### config.mk
export PLATFORM = sky130hd
export DESIGN_NAME = fibonacci_bcd_core
export DESIGN_NICKNAME = d
export VERILOG_FILES = /design/src/rtl/fibonacci_bcd_core.sv
export SDC_FILE = /design/constraint.sdc
export NUM_CORES = 1
export LEC_CHECK = 0
export ABC_CLOCK_PERIOD_IN_PS = 2000
export CAP_MARGIN = 20
export CORE_MARGIN = 8
export CORE_UTILIZATION = 58
export DETAILED_ROUTE_END_ITERATION = 6
export DONT_BUFFER_PORTS = 1
export PLACE_DENSITY = 0.83
export REMOVE_ABC_BUFFERS = 1
export SYNTH_ARGS = -nofsm -noshare
export SYNTH_HDL_FRONTEND = slang
export SYNTH_HIERARCHICAL = 1
export SYNTH_SLANG_ARGS = --single-unit
### constraint.sdc
create_clock -name clk_i -period 2 [get_ports clk_i]
set_clock_uncertainty 0.1 [all_clocks]
set_input_delay 0.4 -clock clk_i [delete_from_list [all_inputs] [get_ports clk_i]]
set_output_delay 0.4 -clock clk_i [all_outputs]
set_load 0.01 [all_outputs]
### src/rtl/fibonacci_bcd_core.sv
// BCD-in / BCD-out Fibonacci engine: serial BCD->binary, iterative F(n) with
// saturation at 10^OUT_DIGITS, then double-dabble back to BCD.
module fib_dabble_digit (
  input  logic [3:0] d,
  output logic [3:0] q
);
  assign q = (d >= 4'd5) ? d + 4'd3 : d;
endmodule

module fibonacci_bcd_core #(
  parameter int IN_DIGITS  = 2,
  parameter int OUT_DIGITS = 4
) (
  input  logic                    clk_i,
  input  logic                    reset_i,
  input  logic                    start_i,
  input  logic [4*IN_DIGITS-1:0]  iterations_bcd_i,
  output logic                    ready_o,
  output logic                    done_o,
  output logic [4*OUT_DIGITS-1:0] result_bcd_o,
  output logic                    overflow_o,
  output logic                    error_o
);
  localparam int LIMIT = 10**OUT_DIGITS;
  localparam int BIN_W = $clog2(LIMIT);
  localparam int N_W   = $clog2(10**IN_DIGITS);
  localparam int CW    = (N_W > $clog2(BIN_W)) ? N_W : $clog2(BIN_W);

  typedef enum logic [2:0] {IDLE, BCD2BIN, FIB, BIN2BCD, DONE} state_t;
  state_t state_q, state_d;

  logic [4*IN_DIGITS-1:0]  n_q;
  logic [N_W-1:0]          acc_q, acc_nx;
  logic                    bad_q, bad_nx;
  logic [CW-1:0]           cnt_q;
  logic [BIN_W:0]          t0_q, t1_q;
  logic [BIN_W-1:0]        bin_q;
  logic [4*OUT_DIGITS-1:0] bcd_q, bcd_nx, adj_w;
  logic [4*OUT_DIGITS-1:0] result_q;
  logic                    ovf_q, err_q;
  logic [3:0]              digit;
  logic                    last, ovf_hit;

  assign digit   = n_q[4*IN_DIGITS-1 -: 4];
  assign acc_nx  = acc_q * N_W'(10) + N_W'(digit);
  assign bad_nx  = bad_q | (digit > 4'd9);
  assign last    = (cnt_q == '0);
  assign ovf_hit = (t1_q >= (BIN_W+1)'(LIMIT));

  for (genvar g = 0; g < OUT_DIGITS; g++) begin : g_dig
    fib_dabble_digit u_dig (.d(bcd_q[4*g +: 4]), .q(adj_w[4*g +: 4]));
  end
  assign bcd_nx = {adj_w[4*OUT_DIGITS-2:0], bin_q[BIN_W-1]};

  always_ff @(posedge clk_i or negedge reset_i) begin
    if (!reset_i) state_q <= IDLE;
    else          state_q <= state_d;
  end

  // A flagged operand still passes through FIB, which leaves on its first cycle
  // without iterating.
  always_comb begin
    state_d = state_q;
    case (state_q)
      IDLE:    if (start_i) state_d = BCD2BIN;
      BCD2BIN: if (last) state_d = FIB;
      FIB: begin
        if (bad_q)        state_d = DONE;
        else if (last)    state_d = BIN2BCD;
        else if (ovf_hit) state_d = DONE;
      end
      BIN2BCD: if (last) state_d = DONE;
      DONE:    state_d = IDLE;
      default: state_d = IDLE;
    endcase
  end

  always_comb begin
    ready_o = (state_q == IDLE);
    done_o  = (state_q == DONE);
  end

  always_ff @(posedge clk_i or negedge reset_i) begin
    if (!reset_i) begin
      n_q <= '0; acc_q <= '0; bad_q <= 1'b0; cnt_q <= '0;
      t0_q <= '0; t1_q <= '0; bin_q <= '0; bcd_q <= '0;
      result_q <= '0; ovf_q <= 1'b0; err_q <= 1'b0;
    end else begin
      case (state_q)
        IDLE: if (start_i) begin
          n_q   <= iterations_bcd_i;
          acc_q <= '0;
          bad_q <= 1'b0;
          cnt_q <= CW'(IN_DIGITS-1);
        end
        BCD2BIN: begin
          n_q   <= n_q << 4;
          acc_q <= acc_nx;
          bad_q <= bad_nx;
          cnt_q <= last ? CW'(acc_nx) : cnt_q - 1'b1;
          if (last) begin
            t0_q <= '0;
            t1_q <= (BIN_W+1)'(1);
          end
        end
        FIB: begin
          if (bad_q) begin
            result_q <= '0; ovf_q <= 1'b0; err_q <= 1'b1;
          end else if (last) begin
            bin_q <= t0_q[BIN_W-1:0];
            bcd_q <= '0;
            cnt_q <= CW'(BIN_W-1);
          end else if (ovf_hit) begin
            result_q <= {OUT_DIGITS{4'h9}}; ovf_q <= 1'b1; err_q <= 1'b0;
          end else begin
            t0_q  <= t1_q;
            t1_q  <= t0_q + t1_q;
            cnt_q <= cnt_q - 1'b1;
          end
        end
        BIN2BCD: begin
          bin_q <= bin_q << 1;
          bcd_q <= bcd_nx;
          cnt_q <= cnt_q - 1'b1;
          if (last) begin
            result_q <= bcd_nx; ovf_q <= 1'b0; err_q <= 1'b0;
          end
        end
        default: ;
      endcase
    end
  end

  assign result_bcd_o = result_q;
  assign overflow_o   = ovf_q;
  assign error_o      = err_q;
endmodule

==> reports/summary.txt, run 1 <==
POWER AND IR DROP
----------------------------------------------------------------------------------
VDD IR max                                                                  383 uV
Total chip power                                                           3.46 mW
Power density relative to cell area                                    485 nW/um^2
Total leakage power                                                        3.27 nW

WORST SETUP PATH
----------------------------------------------------------------------------------
Slowest cell on the critical path                                     sky130_fd_sc_hd__dfrtp_1
Crit path buffers/inverters                                                      2
Number of cell instances on the worst register-to-register path                  9
CP delay by family, top                                               simple AND/OR/NAND/NOR gates
Worst-path cell chain                                                 nor4_4 > o21ai_2 > a21oi_2 > buf_4 > and4_4 > buf_12 > nor2_4 > a32oi_1 > nand2_1
Required time of the worst setup path                                      2170 ps
Capturing element type of the critical path                              flip-flop
Worst Setup SP                                                        t1_q[4]$_DFFE_PN0P_
Setup CP Type                                                              reg2reg
Worst r2r src                                                         t1_q[4]$_DFFE_PN0P_
CP startpoint kind                                                       flip-flop
Top fanout value on the critical path                                            7
Data arrival at the endpoint of the critical path                          2380 ps
Critical path depth                                                              9
Largest stage delay on the critical path                                    440 ps

FLOORPLANNING
----------------------------------------------------------------------------------
# rows                                                                          35
Count of boundary I/O pins                                                      31
Die Area                                                                13000 um^2
Placeable Area                                                           9280 um^2
Die extent in x                                                             114 um
Starting density of the core                                                 59.8%
Die boundary height                                                         114 um

TIMING
----------------------------------------------------------------------------------
Setup violators final                                                           57
Total negative slack for setup checks                                     -5740 ps
Final min period                                                           2210 ps
Peak Freq                                                                  452 MHz
Final hold slack                                                           -408 ps
Period utilisation layout                                                     111%
Final setup slack of the worst path                                        -214 ps
Unrepaired setup endpoints after global routing                               true
Max Transition Viols Final                                                       0
Tightest Pin Transition                                                     617 ps
Final Hold Fails                                                               103
Slew margin rel.                                                             58.5%

SYNTHESIS
----------------------------------------------------------------------------------
Post-synthesis instance area                                             5550 um^2
Yosys synthesis warning count                                                    6
Number of standard cells after synthesis                                       566
Avg Inst Size Synth                                                      9.81 um^2

FINAL LAYOUT
----------------------------------------------------------------------------------
NumNets Final                                                                  705
Post-synthesis to final-layout area growth                                   28.3%
Final standard cell utilization of the core                                  76.8%
Share of final-layout standard cells stronger than drive strength 1          30.0%
# diodes                                                                         0

ROUTE
----------------------------------------------------------------------------------
Overall via count from detail_route                                           5190
Routed WL                                                                 17300 um
Average wire per standard cell                                             21.8 um
Post-DRT Antenna Nets                                                            0
Starting DRC count in detailed routing                                         542
Post-route DRC violation count                                                   0
First drt pass iteration count                                                   6
Number of vias per cell                                                       6.54

CLOCKING
----------------------------------------------------------------------------------
Clock-pin transition on the worst setup and hold timing paths               120 ps
Clock latency of the later-clocked register in the worst-skew pair          390 ps
TritonCTS Buffers                                                                9
CTS Root Cell                                                         sky130_fd_sc_hd__clkbuf_8
CTS tree                                                                     built
H-Tree Depth                                                                     3
Num Clock Sinks                                                                103
Maximum count of clock buffers along a single path                               2

PLACED DESIGN
----------------------------------------------------------------------------------
Port Buffer Count                                                                0
Sum of net half-perimeters after detailed placement                        9130 um
Final Wtd Congestion                                                         0.900
Setup WS pre-CTS                                                           -392 ps

GRT
----------------------------------------------------------------------------------
Overflow left after global routing                                               0
Global-route total usage across every layer                                  22.8%
Largest net degree at the start of global routing                              104
Antenna violations before repair                                                 0
First-pass GRT wire length                                                24000 um
Number of global-route vias before repair                                     4912

FLOW RUN
----------------------------------------------------------------------------------
Max-cap violations                                                               0

RUN STATUS
----------------------------------------------------------------------------------
Violations in the final reports                                       hold timing, setup timing
Run status                                                            finished with violations

WORST HOLD PATH
----------------------------------------------------------------------------------
Worst hold-check path type                                                in2async

## worst reg2reg max path: cells and delay by family (launching register included)
| kind | cells | cell delay, ps |
|---|---|---|
| simple gates | 4 | 780 |
| compound gates | 3 | 490 |
| flops | 1 | 440 |
| buf+inv | 2 | 280 |
## flip-flops by register name, summed over array words and instances, names as in the netlist
register      cells
cnt_q             7
n_q               8
overflow_o        1
bcd_q            16
state_q           3
bad_q             1
acc_q             6
bin_q            14
result_bcd_o     16
t1_q             15
error_o           1
t0_q             15
## report_power, final
group | leakage (nW) | switching, mW | total (mW) | internal, mW
Clock | 0.105 | 0.857 | 1.36 | 0.507
Sequential | 1.41 | 0 | 2.08 | 2.08
Combinational | 1.76 | 0.00637 | 0.0127 | 0.00628
## area by class of cell
class,instances,area [um^2]
clock inverter,7,86.3
sequential,103,2580
fill,508,2160
tap,129,161
timing repair buffer,102,907
clock buffer,9,124
multi-input combinational,419,3180
inverter,24,96.3
## metrics by stage
stage / area, um^2 / instances
after global routing: 7130 / 793
after global placement: 6180 / 746
after floorplan: 5420 / 542
after CTS: 6700 / 776
final: 7130 / 793
after detailed placement: 6180 / 746
## timing repair
action                     4_1_cts  5_1_grt
setup endpoints to repair       55       78
gates cloned                     1        5
hold endpoints to repair       103      103
buffers inserted                13       13
gates resized for setup         46       62
pin swaps                       37       37
## routing by layer
layer  GRT usage, %  routed length (um)  part of all wire (%)  vias up
li1               -                   -                     -     2217
met1           27.0                6370                    37     2492
met2           38.2                8350                    48      368
met3           6.02                1500                   8.7      113
met4           10.2                1110                   6.4        0
met5              0                   0                     0        -
## layout by cell type, fill, tap and decap left out, types with 6 or more instances in the layout
cell type and n:
sky130_fd_sc_hd__buf_4 82, sky130_fd_sc_hd__o21ai_0 35, sky130_fd_sc_hd__nand3_1 8, sky130_fd_sc_hd__mux2i_1 22
sky130_fd_sc_hd__ha_4 7, sky130_fd_sc_hd__xor2_1 6, sky130_fd_sc_hd__xnor2_1 15, sky130_fd_sc_hd__dfrtp_1 103
sky130_fd_sc_hd__a21oi_1 22, sky130_fd_sc_hd__ha_1 22, sky130_fd_sc_hd__a21oi_2 15, sky130_fd_sc_hd__nor2_1 25
sky130_fd_sc_hd__clkbuf_8 9, sky130_fd_sc_hd__o21ai_1 21, sky130_fd_sc_hd__nor2_4 7, sky130_fd_sc_hd__nand2_1 82
sky130_fd_sc_hd__buf_6 13, sky130_fd_sc_hd__inv_1 21, sky130_fd_sc_hd__a22o_1 28, sky130_fd_sc_hd__a32o_1 7
sky130_fd_sc_hd__nand2b_1 8
## final timing paths
path                                        end  slack (ps)
setup / recovery           t1_q[11]$_DFFE_PN0P_        -210
hold / removal             acc_q[5]$_DFFE_PN0P_        -410
setup reg to reg           t1_q[11]$_DFFE_PN0P_        -210
hold reg to reg            bin_q[2]$_DFFE_PN0P_         400
max in group asynchronous   t1_q[0]$_DFFE_PN0P_        2050
min in group clk_i           n_q[3]$_DFFE_PN0P_          80
Power figures use the tool's default switching activity.
==> run 2: changes to the inputs <==
Settings changed: SKIP_CTS_REPAIR_TIMING set to 1.
==> reports/summary.txt, run 2 (synthesis gave the netlist of run 1 again) <==
WORST SETUP PATH
-------------------------------------------------------------------------------------
Worst-path cell chain                                                    buf_6 > nor4_4 > o21ai_2 > a21oi_2 > buf_4 > and4_4 > nor2_4 > clkbuf_16 > a32oi_1 > nand2_1
Crit path buffers/inverters                                                         3   +1
Capturing element type of the critical path                                 flip-flop
Required time of the worst setup path                                         2180 ps   about the same
CP startpoint kind                                                          flip-flop
Largest stage delay on the critical path                                       410 ps   -30 ps
Setup CP Type                                                                 reg2reg
Data arrival at the endpoint of the critical path                             2440 ps   +60 ps
CP delay by family, top                                                  simple AND/OR/NAND/NOR gates
Slowest cell on the critical path                                        sky130_fd_sc_hd__dfrtp_1
Top fanout value on the critical path                                               7   unchanged
R2r setup slk                                                                 -250 ps   -40 ps

ROUTE
-------------------------------------------------------------------------------------
Average wire per standard cell                                                21.1 um   -3.3%
First drt pass iteration count                                                      6   unchanged
Post-DRT Antenna Nets                                                               0   unchanged
Post-route DRC violation count                                                      0   unchanged
Number of vias per cell                                                          6.47   -1.1%
Overall via count from detail_route                                              5069   -2.3%
Routed WL                                                                    16500 um   -4.6%
Starting DRC count in detailed routing                                            573   +5.7%

TIMING
-------------------------------------------------------------------------------------
Final min period                                                              2250 ps   +39.6 ps
Tightest Pin Transition                                                        698 ps   +81.6 ps
Final setup slack of the worst path                                           -253 ps   -39.6 ps
Setup violators final                                                              55   -3.5%
Final hold slack                                                              -425 ps   -16.9 ps
Unrepaired setup endpoints after global routing                                  true
Max Transition Viols Final                                                          0   unchanged
Final Hold Fails                                                                  103   unchanged
Slew margin rel.                                                                53.0%   -5.5 points
Peak Freq                                                                     444 MHz   -1.8%
Period utilisation layout                                                        113%   +2.0 points

CLOCKING
-------------------------------------------------------------------------------------
CTS Root Cell                                                            sky130_fd_sc_hd__clkbuf_8
H-Tree Depth                                                                        3   unchanged
Clock latency of the later-clocked register in the worst-skew pair             400 ps   about the same
Clock-pin transition on the worst setup and hold timing paths                  130 ps   about the same
Num Clock Sinks                                                                   103   unchanged
TritonCTS Buffers                                                                   9   unchanged
Maximum count of clock buffers along a single path                                  2   unchanged
CTS tree                                                                        built

PLACED DESIGN
-------------------------------------------------------------------------------------
Port Buffer Count                                                                   0   unchanged
Final Wtd Congestion                                                            0.900   unchanged
Setup WS pre-CTS                                                              -392 ps   unchanged
Sum of net half-perimeters after detailed placement                           9130 um   unchanged

FLOW RUN
-------------------------------------------------------------------------------------
Max-cap violations                                                                  0   unchanged

GRT
-------------------------------------------------------------------------------------
Number of global-route vias before repair                                        4587   -6.6%
Largest net degree at the start of global routing                                 104   unchanged
Overflow left after global routing                                                  0   unchanged
Global-route total usage across every layer                                     20.4%   -2.4 points
First-pass GRT wire length                                                   21700 um   -9.7%
Antenna violations before repair                                                    0   unchanged

POWER AND IR DROP
-------------------------------------------------------------------------------------
Power density relative to cell area                                       495 nW/um^2   +2.0%
Total chip power                                                              3.48 mW   +0.66%
VDD IR max                                                                     383 uV   +0.25%
Total leakage power                                                           3.25 nW   -0.74%

FINAL LAYOUT
-------------------------------------------------------------------------------------
NumNets Final                                                                     695   -1.4%
Share of final-layout standard cells stronger than drive strength 1             29.4%   -0.61 points
Commonest non-fill, non-tap cells in the layout                          sky130_fd_sc_hd__dfrtp_1, sky130_fd_sc_hd__buf_4, sky130_fd_sc_hd__nand2_1, sky130_fd_sc_hd__o21ai_0, sky130_fd_sc_hd__a22o_1
Post-synthesis to final-layout area growth                                      26.6%
# diodes                                                                            0   unchanged
Most frequent standard cell in the layout excluding fill and tap cells   sky130_fd_sc_hd__dfrtp_1
Fill cells                                                                        533   +4.9%

RUN STATUS
-------------------------------------------------------------------------------------
Run status                                                               finished with violations
Violations in the final reports                                          hold timing, setup timing

FLOORPLANNING
-------------------------------------------------------------------------------------
Die Area                                                                   13000 um^2   unchanged
Starting density of the core                                                    59.8%   unchanged
Placeable Area                                                              9280 um^2   unchanged
Die extent in x                                                                114 um   unchanged
# rows                                                                             35   unchanged
Count of boundary I/O pins                                                         31   unchanged
Die boundary height                                                            114 um   unchanged

WORST HOLD PATH
-------------------------------------------------------------------------------------
Worst hold-check path type                                                   in2async

[run 2: final timing paths]
check	depth (start not counted)	start	to
hold reg to reg	2	bin_q[2]$_DFFE_PN0P_	bin_q[2]$_DFFE_PN0P_
max in group asynchronous	0	reset_i	t1_q[3]$_DFFE_PN0P_
hold / removal	0	reset_i	acc_q[5]$_DFFE_PN0P_
setup reg to reg	10	t1_q[4]$_DFFE_PN0P_	t1_q[11]$_DFFE_PN0P_
setup / recovery	10	t1_q[4]$_DFFE_PN0P_	t1_q[11]$_DFFE_PN0P_
min in group clk_i	2	iterations_bcd_i[3]	n_q[3]$_DFFE_PN0P_
[run 2: metrics by stage]
step	hold slack, ps	instance area, um^2	setup TNS (ps)	instances	utilization (%)
global route	-433	7030	-12870	783	75.7
CTS	-406	6390	-13710	762	68.8
global placement	7.20	6180	-8020	746	66.5
floorplan	4.41	5420	-27690	542	-
detailed placement	8.26	6180	-11580	746	66.5
finish	-425	7030	-8990	783	75.7
[run 2: layer usage]
| metal | share of wire (%) | vias up | GRT usage [%] |
|---|---|---|---|
| li1 | - | 2180 | - |
| met1 | 37 | 2515 | 25.0 |
| met2 | 50 | 286 | 34.8 |
| met3 | 7.7 | 88 | 4.81 |
| met4 | 4.7 | 0 | 6.12 |
| met5 | 0 | - | 0 |
[run 2: cell type report]
type	count	area, um^2	area share [%]
inverters	24	96.3	1.37
multi-input cells	416	3160	44.9
well taps	129	161	2.30
repair buffers	95	831	11.8
clock inverters	7	86.3	1.23
clock buffers	9	124	1.76
flip-flops and latches	103	2580	36.7
[run 2: where the power goes]
group | leakage, nW | total, mW | internal, mW | switching [mW]
Sequential | 1.41 | 2.08 | 2.08 | 0
Combinational | 1.73 | 0.0121 | 0.00627 | 0.00585
Clock | 0.105 | 1.39 | 0.507 | 0.880
Total | 3.25 | 3.48 | 2.60 | 0.886
==> run 3: changes to the inputs <==
Settings changed: CORE_ASPECT_RATIO set to 1.25, SYNTH_HIERARCHICAL 1 to not set.
==> reports/summary.txt, run 3 <==
RUN STATUS
-------------------------------------------------------------------------------------
Run status                                                               finished with violations
Violations in the final reports                                          hold timing, setup timing

TIMING
-------------------------------------------------------------------------------------
Slew margin rel.                                                                64.1%   +11 points
Final hold slack                                                              -364 ps   +61.5 ps
Period utilisation layout                                                        113%   about the same
Unrepaired setup endpoints after global routing                                  true
Final setup slack of the worst path                                           -255 ps   -1.18 ps
Peak Freq                                                                     444 MHz   about the same
Final Hold Fails                                                                  103   unchanged
Setup violators final                                                              40   -27%
Tightest Pin Transition                                                        533 ps   -165 ps
Final min period                                                              2250 ps   +1.18 ps
Max Transition Viols Final                                                          0   unchanged

WORST SETUP PATH
-------------------------------------------------------------------------------------
Worst-path cell chain                                                    ha_2 > fa_2 > a211oi_4 > o21ai_2 > a2111oi_4 > nor2_1 > xnor2_1 > o21ai_1
Slowest cell on the critical path                                        sky130_fd_sc_hd__dfrtp_1
Data arrival at the endpoint of the critical path                             2400 ps   -40 ps
Top fanout value on the critical path                                               2   -5
Worst Setup SP                                                           t1_q[0]$_DFFE_PN0P_
CP startpoint kind                                                          flip-flop
Largest stage delay on the critical path                                       390 ps   -20 ps
CP delay by family, top                                                  compound AO/OA/AOI/OAI gates
Capturing element type of the critical path                                 flip-flop
R2r setup slk                                                                 -250 ps   about the same
Crit path buffers/inverters                                                         0   -3
Worst r2r src                                                            t1_q[0]$_DFFE_PN0P_
Required time of the worst setup path                                         2140 ps   -40 ps
Setup CP Type                                                                 reg2reg

FLOW RUN
-------------------------------------------------------------------------------------
Max-cap violations                                                                  0   unchanged

SYNTHESIS
-------------------------------------------------------------------------------------
Async set-or-reset flop fraction in the synthesized netlist                      100%
Yosys synthesis warning count                                                       0   -6
Synth Flop Type                                                          sky130_fd_sc_hd__dfrtp_1
Count of unique library cells instantiated by Yosys                                59
Synthesized flop and latch total                                                  103
Number of standard cells after synthesis                                          624   +10%
Number of flops mapped to enable cells by yosys                                     0
Portion of synthesized cell area occupied by the leading cell type              45.2%
Cell accounting for the most synthesized area                            sky130_fd_sc_hd__dfrtp_1
Sequential cell area fraction in the yosys report                               45.2%
Avg Inst Size Synth                                                         9.13 um^2   -7.0%
Post-synthesis instance area                                                5700 um^2   +2.6%
Library cell with the highest instance count after synthesis             sky130_fd_sc_hd__nand2_1
Synth area leaders                                                       sky130_fd_sc_hd__dfrtp_1, sky130_fd_sc_hd__nand2_1, sky130_fd_sc_hd__ha_1
Cell types with the highest counts after synthesis                       sky130_fd_sc_hd__nand2_1, sky130_fd_sc_hd__dfrtp_1, sky130_fd_sc_hd__o21ai_0

FLOORPLANNING
-------------------------------------------------------------------------------------
Die extent in x                                                                105 um   -8.1%
# rows                                                                             40   +14%
Die Area                                                                   13300 um^2   +2.4%
Placeable Area                                                              9610 um^2   +3.5%
Count of boundary I/O pins                                                         31   unchanged
Die boundary height                                                            127 um   +11%
Starting density of the core                                                    59.3%   -0.54 points

CLOCKING
-------------------------------------------------------------------------------------
CTS tree                                                                        built
CTS Root Cell                                                            sky130_fd_sc_hd__clkbuf_16
Clock latency of the later-clocked register in the worst-skew pair             350 ps   -50 ps
H-Tree Depth                                                                        3   unchanged
Num Clock Sinks                                                                   103   unchanged
TritonCTS Buffers                                                                   9   unchanged
Maximum count of clock buffers along a single path                                  2   unchanged
Clock-pin transition on the worst setup and hold timing paths                   70 ps   -60 ps

FINAL LAYOUT
-------------------------------------------------------------------------------------
NumNets Final                                                                     732   +5.3%
Most frequent standard cell in the layout excluding fill and tap cells   sky130_fd_sc_hd__nand2_1
# diodes                                                                            0   unchanged
Share of final-layout standard cells stronger than drive strength 1             22.1%   -7.2 points
Post-synthesis to final-layout area growth                                      22.1%
Commonest non-fill, non-tap cells in the layout                          sky130_fd_sc_hd__nand2_1, sky130_fd_sc_hd__dfrtp_1, sky130_fd_sc_hd__buf_4, sky130_fd_sc_hd__nor2_1, sky130_fd_sc_hd__o21ai_0

POWER AND IR DROP
-------------------------------------------------------------------------------------
Total chip power                                                              9.31 mW   +170%
Power density relative to cell area                                      1340 nW/um^2   +170%
Total leakage power                                                           3.44 nW   +5.8%
VDD IR max                                                                     683 uV   +78%

PLACED DESIGN
-------------------------------------------------------------------------------------
Final Wtd Congestion                                                            0.858   -4.7%
Sum of net half-perimeters after detailed placement                           9300 um   +1.8%
Port Buffer Count                                                                   0   unchanged

GRT
-------------------------------------------------------------------------------------
Antenna violations before repair                                                    0   unchanged
Largest net degree at the start of global routing                                 104   unchanged
Number of global-route vias before repair                                        4879   +6.4%
First-pass GRT wire length                                                   23000 um   +6.2%
Overflow left after global routing                                                  0   unchanged
Global-route total usage across every layer                                     20.8%   +0.39 points

ROUTE
-------------------------------------------------------------------------------------
Post-DRT Antenna Nets                                                               0   unchanged
Number of vias per cell                                                          6.14   -5.1%
Overall via count from detail_route                                              5018   -1.0%
First drt pass iteration count                                                      5   -1
Starting DRC count in detailed routing                                            498   -13%
Post-route DRC violation count                                                      0   unchanged
Average wire per standard cell                                                18.6 um   -12%
Routed WL                                                                    15200 um   -8.1%

WORST HOLD PATH
-------------------------------------------------------------------------------------
Worst hold-check path type                                                   in2async

[run 3: through the flow]
step	area (um^2)	std cells	util, %	TNS (ps)	setup WS [ps]
4_1_cts	6580	807	68.5	-5310	-532
5_1_grt	6950	817	72.4	-7300	-364
6_report	6950	817	72.4	-4430	-255
3_5_place_dp	6270	791	65.2	-4870	-516
3_3_place_gp	6270	791	65.2	-2290	-422
2_1_floorplan	5550	596	-	-20050	-493
[run 3: logic make-up (layout without fill, tap and decap cells)]
group,Yosys count,count (layout),share of synthesized area [%]
muxes,18,18,3.51
and+or+nand+nor,237,237,18.6
DFF,103,103,45.2
buffers and inverters,50,117,4.04
adders and majority gates,35,35,8.08
xor gates and xnor gates,27,27,4.15
AOI/OAI and AO/OA,154,154,16.4
[run 3: path summary, 6_finish.rpt]
| check | cells past startpoint | to |
|---|---|---|
| hold / removal | 0 | result_bcd_o[3]$_DFFE_PN0P_ |
| setup reg to reg | 8 | t1_q[14]$_DFFE_PN0P_ |
| min in group clk_i | 2 | n_q[2]$_DFFE_PN0P_ |
| max in group asynchronous | 0 | acc_q[5]$_DFFE_PN0P_ |
| setup / recovery | 8 | t1_q[14]$_DFFE_PN0P_ |
| hold reg to reg | 2 | bin_q[1]$_DFFE_PN0P_ |
[run 3: layer usage]
| metal | vias to the layer above | routed length [um] | part of all wire [%] | track usage [%] |
|---|---|---|---|---|
| met1 | 2471 | 5820 | 38 | 23.9 |
| met4 | 0 | 569 | 3.7 | 8.92 |
| met3 | 53 | 794 | 5.2 | 4.00 |
| met5 | - | 0 | 0 | 0 |
| met2 | 205 | 8000 | 53 | 36.8 |
| li1 | 2289 | - | - | - |
[run 3: cell type report]
type / count / area [um^2]
clock inverters: 6 / 83.8
clock buffers: 10 / 229
flip-flops and latches: 103 / 2580
fillers: 625 / 2660
inverters: 22 / 86.3
well taps: 126 / 158
multi-input cells: 471 / 3180
repair buffers: 79 / 643
[run 3: power by group]
part	leakage, nW	internal, mW	total, mW	switching (mW)
clock network	0.157	1.10	1.88	0.785
logic	1.89	2.01	4.56	2.56
registers	1.39	2.49	2.87	0.376
